[config.mk]
export PLATFORM = sky130hd
export DESIGN_NAME = match_index_serializer
export DESIGN_NICKNAME = d
export VERILOG_FILES = /design/src/rtl/match_index_serializer.sv
export SDC_FILE = /design/constraint.sdc
export NUM_CORES = 1
export LEC_CHECK = 0
export BUFFER_PORTS_ARGS = -buffer_cell sky130_fd_sc_hd__buf_2
export CAP_MARGIN = 20
export CORE_ASPECT_RATIO = 1.75
export CORE_UTILIZATION = 55
export CTS_CLUSTER_SIZE = 12
export DETAILED_ROUTE_END_ITERATION = 8
export PLACE_DENSITY = 0.8
export SYNTH_ARGS = -nofsm -noshare
export SYNTH_HDL_FRONTEND = slang
export SYNTH_SLANG_ARGS = --single-unit
export TNS_END_PERCENT = 100
[constraint.sdc]
create_clock -name clk -period 3.3 [get_ports clk]
set_input_delay 0.165 -clock clk [delete_from_list [all_inputs] [get_ports clk]]
set_output_delay 0.165 -clock clk [all_outputs]
set_load 0.01 [all_outputs]
[src/rtl/match_index_serializer.sv]
// Serialises a captured match mask into one valid/ready beat per set bit,
// lowest index first, carrying the index and the matching element value.
module match_index_serializer #(
    parameter  int WIDTH = 4,
    parameter  int SIZE  = 8,
    localparam int IDX_W = $clog2(SIZE)
) (
    input  logic                  clk,
    input  logic                  rst_n,
    input  logic                  in_valid,
    output logic                  in_ready,
    input  logic [SIZE-1:0]       in_mask,
    input  logic [SIZE*WIDTH-1:0] in_data,
    output logic                  out_valid,
    input  logic                  out_ready,
    output logic [IDX_W-1:0]      out_index,
    output logic [WIDTH-1:0]      out_value,
    output logic                  out_last,
    output logic [IDX_W:0]        match_count,
    output logic                  empty_pulse
);

    typedef enum logic {
        IDLE,
        EMIT
    } state_t;

    state_t                     state_q, state_d;
    logic [SIZE-1:0]            rem_mask_q, rem_mask_d;
    logic [SIZE-1:0][WIDTH-1:0] data_q, data_d;
    logic [IDX_W:0]             match_count_q, match_count_d;
    logic                       empty_pulse_q, empty_pulse_d;
    logic                       out_valid_q, out_valid_d;
    logic [IDX_W-1:0]           out_index_q, out_index_d;
    logic [WIDTH-1:0]           out_value_q, out_value_d;
    logic                       out_last_q, out_last_d;
    logic                       accept;

    function automatic logic [IDX_W:0] popcount(input logic [SIZE-1:0] m);
        logic [IDX_W:0] c;
        c = '0;
        for (int i = 0; i < SIZE; i++) begin
            c = c + {{IDX_W{1'b0}}, m[i]};
        end
        return c;
    endfunction

    // Scanning downward leaves the lowest set position as the final result.
    function automatic logic [IDX_W-1:0] lowest_index(input logic [SIZE-1:0] m);
        logic [IDX_W-1:0] idx;
        idx = '0;
        for (int i = SIZE - 1; i >= 0; i--) begin
            if (m[i]) begin
                idx = IDX_W'(i);
            end
        end
        return idx;
    endfunction

    function automatic logic is_single(input logic [SIZE-1:0] m);
        return (m != '0) && ((m & (m - SIZE'(1))) == '0);
    endfunction

    assign in_ready = (state_q == IDLE) && rst_n;
    assign accept   = in_valid && in_ready;

    always_comb begin
        state_d       = state_q;
        rem_mask_d    = rem_mask_q;
        data_d        = data_q;
        match_count_d = match_count_q;
        empty_pulse_d = 1'b0;

        case (state_q)
            IDLE: begin
                if (accept) begin
                    rem_mask_d    = in_mask;
                    data_d        = in_data;
                    match_count_d = popcount(in_mask);
                    if (in_mask != '0) begin
                        state_d = EMIT;
                    end else begin
                        empty_pulse_d = 1'b1;
                    end
                end
            end
            EMIT: begin
                if (out_valid_q && out_ready) begin
                    rem_mask_d = rem_mask_q & (rem_mask_q - SIZE'(1));
                    if (out_last_q) begin
                        state_d = IDLE;
                    end
                end
            end
            default: state_d = IDLE;
        endcase

        // Beat outputs are precomputed from the next mask so they leave a flop.
        out_valid_d = (state_d == EMIT);
        out_index_d = lowest_index(rem_mask_d);
        out_last_d  = (state_d == EMIT) && is_single(rem_mask_d);
        out_value_d = (rem_mask_d != '0) ? data_d[out_index_d] : '0;
    end

    always_ff @(posedge clk) begin
        if (!rst_n) begin
            state_q       <= IDLE;
            rem_mask_q    <= '0;
            data_q        <= '0;
            match_count_q <= '0;
            empty_pulse_q <= 1'b0;
            out_valid_q   <= 1'b0;
            out_index_q   <= '0;
            out_value_q   <= '0;
            out_last_q    <= 1'b0;
        end else begin
            state_q       <= state_d;
            rem_mask_q    <= rem_mask_d;
            data_q        <= data_d;
            match_count_q <= match_count_d;
            empty_pulse_q <= empty_pulse_d;
            out_valid_q   <= out_valid_d;
            out_index_q   <= out_index_d;
            out_value_q   <= out_value_d;
            out_last_q    <= out_last_d;
        end
    end

    assign out_valid   = out_valid_q;
    assign out_index   = out_index_q;
    assign out_value   = out_value_q;
    assign out_last    = out_last_q;
    assign match_count = match_count_q;
    assign empty_pulse = empty_pulse_q;

endmodule

== Word-level counts from Yosys, hierarchy flattened ==
Index checks and enable logic that the tools add are counted.

* Register bits after elaboration: 54
* Output and inout bits: 15
* Logic and storage cells: 62

* Add/subtract/negate cells: 9
* $lt $le $gt $ge: 1
* Multiplexer cells: 21
* Bitwise logic cells: 5
* Reductions and logical operators: 11

{| class="wikitable"
|+ Operators with widths
! cell !! number
|-
| 32-bit 2-to-1 mux || 2
|-
| 3-bit 2-to-1 mux || 8
|-
| 4-bit by 1-bit adder with 4-bit output || 4
|-
| 8-bit AND || 2
|-
| 8-bit 2-to-1 mux || 2
|-
| 8-bit case mux with 2 select lines || 1
|-
| 8-bit nonzero test || 2
|-
| 8-bit by 1-bit subtractor with 8-bit output, second input constant || 2
|-
| 4-bit binary-select mux with 3-bit select || 1
|-
| 8-bit zero test || 1
|-
| 1-bit logical AND || 5
|-
| 1-bit 2-to-1 mux || 5
|-
| 3-bit by 1-bit adder with 4-bit output || 1
|-
| 3-bit by 4-bit less-than comparator with 1-bit output, second input constant || 1
|-
| 4-bit 2-to-1 mux || 1
|-
| 2-bit AND reduction || 2
|-
| 2-bit by 1-bit adder with 3-bit output || 1
|-
| 1-bit inverter || 3
|-
| 3-bit OR reduction || 1
|-
| 1-bit by 1-bit adder with 2-bit output || 1
|-
| 1-bit case mux with 2 select lines || 1
|}

== Logic depth before layout (Yosys ltp) ==
Gate-level depths: netlist of the first run.

* Word-level depth: 15
* Depth in mapped cells: 12

== Least setup slack after synthesis of the first run ==
Ideal clock, no wire load.

* Kind: register to register
* Start: reg out_valid_q (netlist: out_valid)
* End: reg out_value_q[0] (netlist: out_value[0])
* Setup time: 0.134 ns
* Data arrival time: 2.490 ns
* Data required time: 3.166 ns
* Setup slack: 0.676 ns
* Cell stages (with the launch flop): 11
* Path buffers: 2
* Clock period less this slack: 2.624 ns
* Path through: dfxtp_1 > nand3b_1 > buf_4 > nand2_1 > o21a_1 > a2111o_1 > nand3_2 > buf_12 > mux2i_1 > o22ai_1 > or4_1

* Word-level cells in the longest chain between the ends: 15
* Elaborated cells on any way between the ends: 21
* Those cells by class: mux: 15; bitwise: 1; reduce/logical: 5

{| class="wikitable"
|+ RTL lines
! item !! line !! RTL
|-
| start: declaration || 33 || <nowiki>logic out_valid_q, out_valid_d;</nowiki>
|-
| start signal: assignment || 122 || <nowiki>out_valid_q <= out_valid_d;</nowiki>
|-
| 1-bit inverter || n/a ||
|-
| 1-bit logical AND (2 in a row) || n/a ||
|-
| 8-bit 2-to-1 mux || n/a ||
|-
| 8-bit case mux with 2 select lines || 74 || <nowiki>case (state_q)</nowiki>
|-
| 3-bit 2-to-1 mux (8 in a row) || 53 || <nowiki>if (m[i]) begin</nowiki>
|-
| 4-bit binary-select mux with 3-bit select || 102 || <nowiki>out_value_d = (rem_mask_d != '0) ? data_d[out_index_d] : '0;</nowiki>
|-
| 4-bit 2-to-1 mux (implied by the code) || 102 ||
|-
| end signal: assignment || 124 || <nowiki>out_value_q <= out_value_d;</nowiki>
|-
| end: declaration || 35 || <nowiki>logic [WIDTH-1:0] out_value_q, out_value_d;</nowiki>
|}

Parallel ways exist; a longest one is shown, timed or not. The select of a mux whose other input is x is not followed.
A chain may end at the register's enable or synchronous reset.

== Worst setup path in the final report of the first run ==
* Start: reg rem_mask_q[1]
* End: reg out_value_q[3] (netlist: out_value[3])

* Word-level cells in the longest chain between the ends: 14
* Elaborated cells on any way between the ends: 17
* Those cells by class: add/sub: 1; mux: 13; bitwise: 1; reduce/logical: 2

{| class="wikitable"
|+ RTL lines
! item !! line !! RTL
|-
| start: declaration || 29 || <nowiki>logic [SIZE-1:0] rem_mask_q, rem_mask_d;</nowiki>
|-
| start signal: assignment || 118 || <nowiki>rem_mask_q <= rem_mask_d;</nowiki>
|-
| 8-bit by 1-bit subtractor with 8-bit output || 89 || <nowiki>rem_mask_d = rem_mask_q & (rem_mask_q - SIZE'(1));</nowiki>
|-
| 8-bit AND || 89 ||
|-
| 8-bit 2-to-1 mux || 88 || <nowiki>if (out_valid_q && out_ready) begin</nowiki>
|-
| 8-bit case mux with 2 select lines (*) || 74 ||
|-
| 3-bit 2-to-1 mux (8 in a row) || 53 ||
|-
| 4-bit binary-select mux with 3-bit select || 102 ||
|-
| 4-bit 2-to-1 mux (implied by the code) || 102 ||
|}

Mark *: on every way between the ends. The rest lies on a longest branch, timed or not. The select of a mux whose other input is x is not followed.

==> summary.txt, run 1 <==
Detailed routing
  – Routed WL: 6.56 mm
  – Routed wire per std cell: 15.3 um
  – DRT Pass-1 Iters: 4
  – DRC Markers: 0
  – Drt first-iter violations: 86
  – Vias per Instance: 5.76
  – Routed via count: 2472
  – Routed Antenna Nets: 0

STA
  – Min Hold Slack: 0.0953 ns
  – Final setup viols: 0
  – FMAX: 344 MHz
  – Max-slew violations: 0
  – TNS Setup: 0 ns
  – RSZ-0062 raised after global routing: no
  – Worst Slack Setup Final: 0.393 ns
  – Setup Skew: 0.00833 ns
  – Worst Max-Slew Pin Slew: 0.425 ns
  – Fin crit period: 2.91 ns
  – Slew HR: 71.6%
  – Hold Vio Cnt, Final: 0
  – Tcrit/Tclk final: 88.1%

Critical path
  – Crit path cell chain: nor3b_4 -> nand4b_2 -> o221a_4 -> a2111o_1 -> nand3_2 -> mux2i_1 -> o22ai_1 -> or4_1
  – Worst EP required: 3.50 ns
  – Crit path launch type: flop
  – CP arrival: 3.10 ns
  – Crit path buf inv count: 0
  – CP max stage cell: or4_1
  – Critical Path End Type: flop
  – R2R cell count: 8
  – Cell count along the critical path: 8
  – Biggest cell delay along the critical path: 0.51 ns
  – CP delay by family, top: simple AND/OR/NAND/NOR gates
  – CP Max Fanout: 11
  – Critical path class: flop to flop

Clock network
  – Clock sink count: 54
  – Hold-fix buffers, CTS: 0
  – TritonCTS clock tree: built
  – Worst skew pair latency: 0.31 ns
  – Post-CTS resize count: 0
  – Clock buffer depth: 2
  – Root buffer cell: clkbuf_8
  – Clock slew at reported path FFs: 0.10 ns
  – Post CTS Setup Buffer Count: 0
  – Num CTS Buffers: 5
  – Clock H-tree levels: 2

Synthesis
  – Async set-or-reset flop fraction in the synthesized netlist: 0%
  – Post-synthesis cell area: 0.00284 mm2
  – Yosys top cell area share: 38.0%
  – Post-synthesis sequential area ratio: 38.0%
  – Commonest cells in the netlist: dfxtp_1 (54), nand2_1 (54), nor2_1 (32), mux2i_1 (26), a21oi_1 (23)
  – Synth Net Count: 375
  – Yosys top cell by area: dfxtp_1
  – Synth Area per Inst: 8.80 um2
  – Most used DFF post-synth: dfxtp_1
  – Main area contributors after synthesis: dfxtp_1 (38%), mux2i_1 (9.2%), nand2_1 (7.1%)
  – Syn Inst Count: 323
  – Ys Warns: 0
  – Synthesis-stage register bit count: 54
  – Number of library cell types mapped by synthesis: 61
  – EDFF count, synth: 0

Floorplanning
  – Die Wd: 56.3 um
  – Ports: 59
  – Die area: 0.00547 mm2
  – Core Box Area: 0.00498 mm2
  – Die Y: 97.1 um
  – Starting Density: 57.1%
  – FP Rows: 34

Global route
  – Largest net degree at the start of global routing: 40
  – M2 GR Usage: 45.1%
  – Gr busiest metal: met2
  – Met1 Usage GRT: 28.6%
  – Initial antenna violation count: 0
  – Gr ovfl total: 0
  – Met3 Use GR: 2.93%
  – Vias in the first global route: 2408
  – First-pass GRT wire length: 10.9 mm
  – GRT Total Usage: 25.6%

Final layout
  – Nets: 426
  – Final core occ: 64.5%
  – P&R area growth vs syn: 13.0%
  – Ant diodes: 0
  – Layout cells sized above 1: 21.9%

Placed design
  – Setup WS pre-CTS: 0.406 ns
  – Port bufs: 58
  – DPL Wire Length: 4.93 mm
  – Placer Congestion: 0.843

Power and ir drop
  – Leak pwr: 0.00143 uW
  – Worst VDD drop: 0.000481 V
  – P per Cell Area: 457 mW/mm2

Job
  – Total of max-cap violations: 0

Status
  – Status: finished, final reports clean

Hold path
  – Hold Path Class: input pin to flop
  – Hold Crit Depth: 3
kinds of logic (layout without fill, tap and decap cells):
logic type | count (synthesis) | after routing | synth area share (%)
mux | 28 | 28 | 11.0
buf+inv | 37 | 89 | 6.78
flops | 54 | 54 | 38.0
fa+ha+maj | 9 | 9 | 4.93
simple gates | 126 | 126 | 21.4
xor+xnor | 2 | 2 | 0.617
compound gates | 67 | 67 | 17.2
metrics by stage:
stage / cell area (um2) / power, uW / std cells
2_1_floorplan: 2840 / 1000 / 323
3_3_place_gp: 3120 / 1090 / 421
3_5_place_dp: 3120 / 1100 / 421
4_1_cts: 3210 / 1470 / 429
5_1_grt: 3210 / 1550 / 429
6_report: 3210 / 1470 / 429
routing by layer:
| metal | vias up | wire, um |
|---|---|---|
| met1 | 1141 | 2580 |
| met2 | 72 | 3450 |
| met3 | 29 | 215 |
| li1 | 1230 | - |
| met4 | 0 | 325 |
| met5 | - | 0 |
registers in the layout (all words and copies together) (netlist names):
register and flops:
data_q 32, rem_mask_q 8, match_count 4, out_value 4
out_index 3, empty_pulse 1, out_last 1, out_valid 1
layout by cell type (no fill, tap or decap), types with 2 or more instances in the layout:
cell type / count
and3_1: 2
buf_2: 58
mux2i_1: 26
or4_1: 2
a32o_1: 3
nand3b_1: 4
a32oi_1: 4
mux4_1: 2
o31ai_1: 3
nand2_1: 54
nor2_1: 32
clkbuf_8: 6
o21a_1: 3
ha_1: 4
a21o_1: 2
nand3_1: 8
o21ai_0: 6
and2_1: 5
buf_4: 7
a21oi_1: 23
o211ai_1: 2
a2bb2oi_1: 2
o22ai_1: 4
fa_1: 4
dfxtp_1: 54
nand2b_1: 2
nor3_1: 5
inv_1: 16
o221ai_1: 2
report_power, final:
part | switching [uW] | total (uW) | leakage, uW | internal [uW]
logic | 207 | 366 | 0.000936 | 159
registers | 20.5 | 716 | 0.000441 | 696
clock network | 217 | 387 | 0.0000482 | 170
worst reg2reg max path: stages (launching register included):
cell	delay, ns
dfxtp_1	0.37
nor3b_4	0.40
nand4b_2	0.21
o221a_4	0.29
a2111o_1	0.37
nand3_2	0.27
mux2i_1	0.25
o22ai_1	0.11
or4_1	0.51
path summary, 6_finish.rpt:
kind | from | end | slack [ns]
hold / removal | in_data[30] | data_q[30] | 0.1
setup reg to reg | rem_mask_q[1] | out_value[3] | 0.39
hold reg to reg | data_q[29] | data_q[29] | 0.46
setup / recovery | rem_mask_q[1] | out_value[3] | 0.39
area by class of cell:
type	instances	area, um2
multi-input cells	232	1570
inverters	16	60.1
fillers	437	1770
repair buffers	65	343
clock inverters	1	5.00
well taps	54	67.6
clock buffers	7	86.3
flip-flops and latches	54	1080
Note: power is estimated with default switching activity, not from simulation.
==> inputs of run 2 (changes only) <==
- CORE_MARGIN: unset -> 3
==> run 2 against run 1 <==
Effect of this change: sequential share of layout area fell by 0.22 points; fmax fell by 1.1%; worst setup slack got worse by 0.032 ns; via count rose by 1.6%; critical endpoint is now out_value[0]; global-route usage fell by 1.7 points; first-iteration DRC count rose by 41%; largest power group unchanged; clock skew fell by 0.0058 ns; clock-buffer cell count fell by 1; sequential power barely moved; die area rose by 12%; critical path depth did not move.
==> summary.txt, run 2 (same netlist as run 1, synthesis figures left out) <==
Status
  – Status: finished, final reports clean

Clock network
  – Clock slew at reported path FFs: 0.09 ns
  – Hold-fix buffers, CTS: 0
  – Worst skew pair latency: 0.31 ns
  – Clock buffer depth: 2
  – Post-CTS resize count: 0
  – Clock H-tree levels: 2
  – Num CTS Buffers: 5
  – Post CTS Setup Buffer Count: 0
  – Clock sink count: 54
  – Root buffer cell: clkbuf_8
  – TritonCTS clock tree: built

Critical path
  – Biggest cell delay along the critical path: 0.54 ns
  – Crit path buf inv count: 0
  – CP delay by family, top: simple AND/OR/NAND/NOR gates
  – Critical Path End Type: flop
  – Worst EP required: 3.48 ns
  – Cell count along the critical path: 8
  – R2R cell count: 8
  – CP arrival: 3.12 ns
  – Crit path cell chain: nor3b_4 -> nand4b_2 -> o221a_4 -> a2111o_1 -> nand3_2 -> mux2i_1 -> o22ai_1 -> or4_1
  – CP Max Fanout: 11
  – Worst Setup SP: rem_mask_q[1]
  – R2R Path End: out_value[0]
  – CP max stage cell: or4_1
  – Crit path launch type: flop
  – Worst reg2reg setup slack: 0.36 ns
  – Critical path class: flop to flop
  – Critical Path Sink: out_value[0]
  – Reg-to-reg startpoint: rem_mask_q[1]

Placed design
  – Placer Congestion: 0.923
  – Placed cells: 421
  – Port bufs: 58
  – Setup WS pre-CTS: 0.348 ns
  – DPL Wire Length: 5.20 mm

Power and ir drop
  – Leak pwr: 0.00143 uW
  – Sw frac: 28.5%
  – Switching pwr: 437 uW
  – Comb pwr share: 24.0%
  – Reg power frac: 46.6%
  – Int Power: 1100 uW
  – P per Cell Area: 474 mW/mm2
  – Total power: 1530 uW
  – Worst VDD drop: 0.000387 V
  – Clk pwr share: 29.4%

Final layout
  – Finished Layout Cells: 428
  – P&R area growth vs syn: 13.8%
  – Commonest non-fill, non-tap cell in the layout: buf_2
  – Fill count: 455
  – Largest register FFs: 32
  – Top flop regs: data_q (32), rem_mask_q (8)
  – Area occupied by multi-input gates: 0.00157 mm2
  – Final core occ: 65.0%
  – Ant diodes: 0
  – Nets: 426
  – Most frequent cells in the layout: buf_2 (58), nand2_1 (54), dfxtp_1 (54), nor2_1 (32), mux2i_1 (26)
  – Layout cells sized above 1: 21.9%
  – Seq. cell area: 0.00108 mm2
  – Largest register by flop count: data_q

STA
  – Setup Skew: 0.00254 ns
  – TNS Setup: 0 ns
  – Worst Slack Setup Final: 0.361 ns
  – Final setup viols: 0
  – Fin crit period: 2.94 ns
  – RSZ-0062 raised after global routing: no
  – Worst Max-Slew Pin Slew: 0.442 ns
  – Hold Vio Cnt, Final: 0
  – Max-slew violations: 0
  – FMAX: 340 MHz
  – Slew HR: 70.5%
  – Tcrit/Tclk final: 89.1%

Floorplanning
  – Die Y: 101 um
  – Core Box Area: 0.00498 mm2
  – FP Rows: 34
  – Starting Density: 57.1%
  – Ports: 59
  – Die area: 0.00610 mm2
  – Die Wd: 60.3 um

Global route
  – First-pass GRT wire length: 11.1 mm
  – GRT Total Usage: 24.0%
  – Gr ovfl total: 0
  – Largest net degree at the start of global routing: 40
  – Vias in the first global route: 2536
  – Initial antenna violation count: 0

Detailed routing
  – DRT Pass-1 Iters: 4
  – DRC Markers: 0
  – Vias per Instance: 5.87
  – Routed WL: 6.79 mm
  – Drt first-iter violations: 121
  – Routed Antenna Nets: 0
  – Routed wire per std cell: 15.9 um
  – Routed via count: 2512

Job
  – Total of max-cap violations: 0

Hold path
  – Hold Path Class: input pin to flop
-- run 2: cell count changes in the layout (fill, tap and decap cells not counted) --
| cell | delta |
|---|---|
| clkinv_2 | -1 |
| clkbuf_1 | -1 |
| bufinv_16 | +1 |
-- run 2: metal layers --
metal | wire (um) | track usage [%]
met5 | 0 | 0
met4 | 279 | 11.9
met3 | 293 | 3.33
met2 | 3730 | 44.7
met1 | 2480 | 24.6
-- run 2: power groups by stage --
| stage | Clock (uW) | Combinational (uW) | Sequential, uW |
|---|---|---|---|
| floorplan | 0 | 265 | 739 |
| global placement | 0 | 360 | 730 |
| detailed placement | 0 | 366 | 731 |
| CTS | 460 | 368 | 716 |
| global route | 482 | 411 | 721 |
| finish | 451 | 367 | 715 |
-- run 2: tightest hold or removal path: stages --
cell and delay [ns]:
buf_2 0.10, nand2_1 0.05, a21oi_1 0.05
-- run 2: area by class of cell --
type	count	share of cell area (%)
Inverter	16	1.86
Multi-Input combinational cell	232	48.5
Sequential cell	54	33.4
Tap cell	54	2.09
Clock inverter	1	0.929
Clock buffer	6	2.55
Timing Repair Buffer	65	10.6
-- run 2: through the flow --
stage,hold slack (ns),area [um2]
6_report,0.102,3230
3_5_place_dp,0.428,3120
5_1_grt,0.0938,3230
2_1_floorplan,0.301,2840
3_3_place_gp,0.419,3120
4_1_cts,0.0986,3230
-- run 2: worst min path at each step --
stage                start         end  slack, ns  cells after the start
6_report       in_data[30]  data_q[30]       0.10                      3
5_1_grt        in_data[19]  data_q[19]       0.09                      3
4_1_cts        in_data[25]  data_q[25]        0.1                      3
3_5_place_dp   in_data[25]  data_q[25]       0.43                      3
3_3_place_gp   in_data[25]  data_q[25]       0.42                      3
2_1_floorplan  in_data[25]  data_q[25]       0.30                      2
==> inputs of run 3 (changes only) <==
- BUFFER_PORTS_ARGS: -buffer_cell sky130_fd_sc_hd__buf_2 -> unset
- CORE_UTILIZATION: 55 -> 59
- DONT_BUFFER_PORTS: unset -> 1
- PLACE_DENSITY: 0.8 -> 0.75
==> run 3 against run 2 <==
Effect of this change: the flow now finishes with violations (negative hold slack); first-iteration DRC count fell by 9.1%; worst setup slack improved by 0.11 ns; clock skew up 0.0029 ns; cell area down 5.5%; critical endpoint unchanged.
==> summary.txt, run 3 (same netlist as run 1, synthesis figures left out) <==
Global route
  – M2 GR Usage: 44.2%
  – Vias in the first global route: 2321
  – Met3 Use GR: 2.78%
  – GRT Total Usage: 24.1%
  – Gr ovfl total: 0
  – Initial antenna violation count: 0
  – First-pass GRT wire length: 10.7 mm
  – Gr busiest metal: met2
  – Met1 Usage GRT: 28.5%
  – Largest net degree at the start of global routing: 40

Critical path
  – R2R Path End: out_value[0]
  – Reg-to-reg startpoint: rem_mask_q[1]
  – CP max stage cell: or4_1
  – Biggest cell delay along the critical path: 0.39 ns
  – Worst Setup SP: rem_mask_q[1]
  – CP delay by family, top: simple AND/OR/NAND/NOR gates
  – CP arrival: 3.02 ns
  – Critical path class: flop to flop
  – Crit path cell chain: nor3b_4 -> nand4b_2 -> o221a_4 -> a2111o_1 -> nand3_2 -> buf_4 -> mux2i_1 -> nor3_1 -> or4_1
  – R2R cell count: 9
  – Worst reg2reg setup slack: 0.47 ns
  – Crit path buf inv count: 1
  – Cell count along the critical path: 9
  – Worst EP required: 3.49 ns
  – CP Max Fanout: 11
  – Crit path launch type: flop
  – Critical Path Sink: out_value[0]
  – Critical Path End Type: flop

Clock network
  – Clock slew at reported path FFs: 0.10 ns
  – Worst skew pair latency: 0.31 ns
  – Post-CTS resize count: 0
  – Clock H-tree levels: 2
  – Clock buffer depth: 2
  – TritonCTS clock tree: built
  – Num CTS Buffers: 5
  – Clock sink count: 54
  – Root buffer cell: clkbuf_8

Power and ir drop
  – Leak pwr: 0.00124 uW
  – P per Cell Area: 463 mW/mm2
  – Worst VDD drop: 0.000344 V
  – Total power: 1420 uW

Floorplanning
  – Ports: 59
  – Die Y: 97.8 um
  – Die area: 0.00572 mm2
  – Die Wd: 58.5 um
  – Starting Density: 62.8%
  – Core Box Area: 0.00452 mm2
  – FP Rows: 32

Final layout
  – Finished Layout Cells: 382
  – Top flop regs: data_q (32), rem_mask_q (8)
  – Most frequent cells in the layout: nand2_1 (54), dfxtp_1 (54), nor2_1 (32), mux2i_1 (26), a21oi_1 (23)
  – Ant diodes: 0
  – Layout cells sized above 1: 7.55%
  – Largest register FFs: 32
  – P&R area growth vs syn: 7.49%
  – Largest register by flop count: data_q
  – Nets: 382

Detailed routing
  – Routed wire per std cell: 17.2 um
  – DRT Pass-1 Iters: 4
  – Drt first-iter violations: 110
  – Routed via count: 2305
  – Routed WL: 6.57 mm
  – DRC Markers: 0
  – Vias per Instance: 6.03
  – Routed Antenna Nets: 0

Job
  – Total of max-cap violations: 0

STA
  – Tcrit/Tclk final: 85.7%
  – RSZ-0062 raised after global routing: no
  – Fin crit period: 2.83 ns
  – Worst Max-Slew Pin Slew: 0.426 ns
  – Final setup viols: 0
  – FMAX: 353 MHz
  – Min Hold Slack: -0.00116 ns
  – Hold Vio Cnt, Final: 1
  – Max-slew violations: 0
  – Setup Skew: 0.00540 ns
  – Slew HR: 71.4%
  – TNS Setup: 0 ns

Placed design
  – Placed cells: 361
  – Port bufs: 0
  – DPL Wire Length: 4.79 mm
  – Placer Congestion: 0.845

Status
  – Status: finished with violations
  – Failing checks: negative hold slack

Hold path
  – Hold Path Class: input pin to flop
## run 3: cell count changes in the layout (fill, tap and decap cells not counted)
cell / before / now
dlygate4sd3_1: 0 / 13
clkbuf_1: 0 / 1
bufinv_16: 1 / 0
clkbuf_8: 6 / 5
buf_2: 58 / 0
inv_6: 0 / 1
clkinv_4: 0 / 1
buf_4: 7 / 8
## run 3: stage by stage
stage	util, %	hold WS [ns]	setup WS, ns	cell area (um2)
5_1_grt	67.5	0.00362	0.323	3050
4_1_cts	67.5	0.00103	0.473	3050
3_3_place_gp	62.6	0.290	0.549	2830
6_report	67.5	-0.00116	0.471	3050
2_1_floorplan	-	0.301	0.676	2840
3_5_place_dp	62.6	0.291	0.481	2830
## run 3: cell type report
type                    instances  area, um2
clock buffers                   6       72.6
inverters                      16       60.1
repair buffers                 21        190
clock inverters                 2       17.5
fillers                       386       1470
flip-flops and latches         54       1080
well taps                      51       63.8
multi-input cells             232       1570
## run 3: timing repair
| item | CTS | global route |
|---|---|---|
| buffers inserted | 0 | 0 |
| hold endpoints to repair | 19 | 0 |
| hold buffers | 13 | 0 |
## run 3: worst min-delay path by stage
stage / endpoint / start / depth (start not counted)
after floorplan: data_q[25] / in_data[25] / 2
after global placement: rem_mask_q[3] / rst_n / 1
after detailed placement: rem_mask_q[3] / rst_n / 1
after CTS: data_q[2] / in_data[2] / 2
after global routing: match_count[0] / rst_n / 2
final: match_count[0] / rst_n / 2
## run 3: worst register-to-register path, stage by stage (launching register included)
cell	delay, ns
dfxtp_1	0.37
nor3b_4	0.36
nand4b_2	0.20
o221a_4	0.29
a2111o_1	0.38
nand3_2	0.24
buf_4	0.25
mux2i_1	0.20
nor3_1	0.05
or4_1	0.39
## run 3: report_power, final
part	switching [uW]	leakage (uW)	total (uW)	internal [uW]
clock	221	0.0000458	376	154
combinational	173	0.000750	310	136
sequential	33.4	0.000441	730	696
## run 3: routing by layer
metal | wire, um | vias to the layer above
li1 | - | 1143
met1 | 2540 | 1095
met2 | 3650 | 60
met3 | 275 | 7
met4 | 97 | 0
met5 | 0 | -
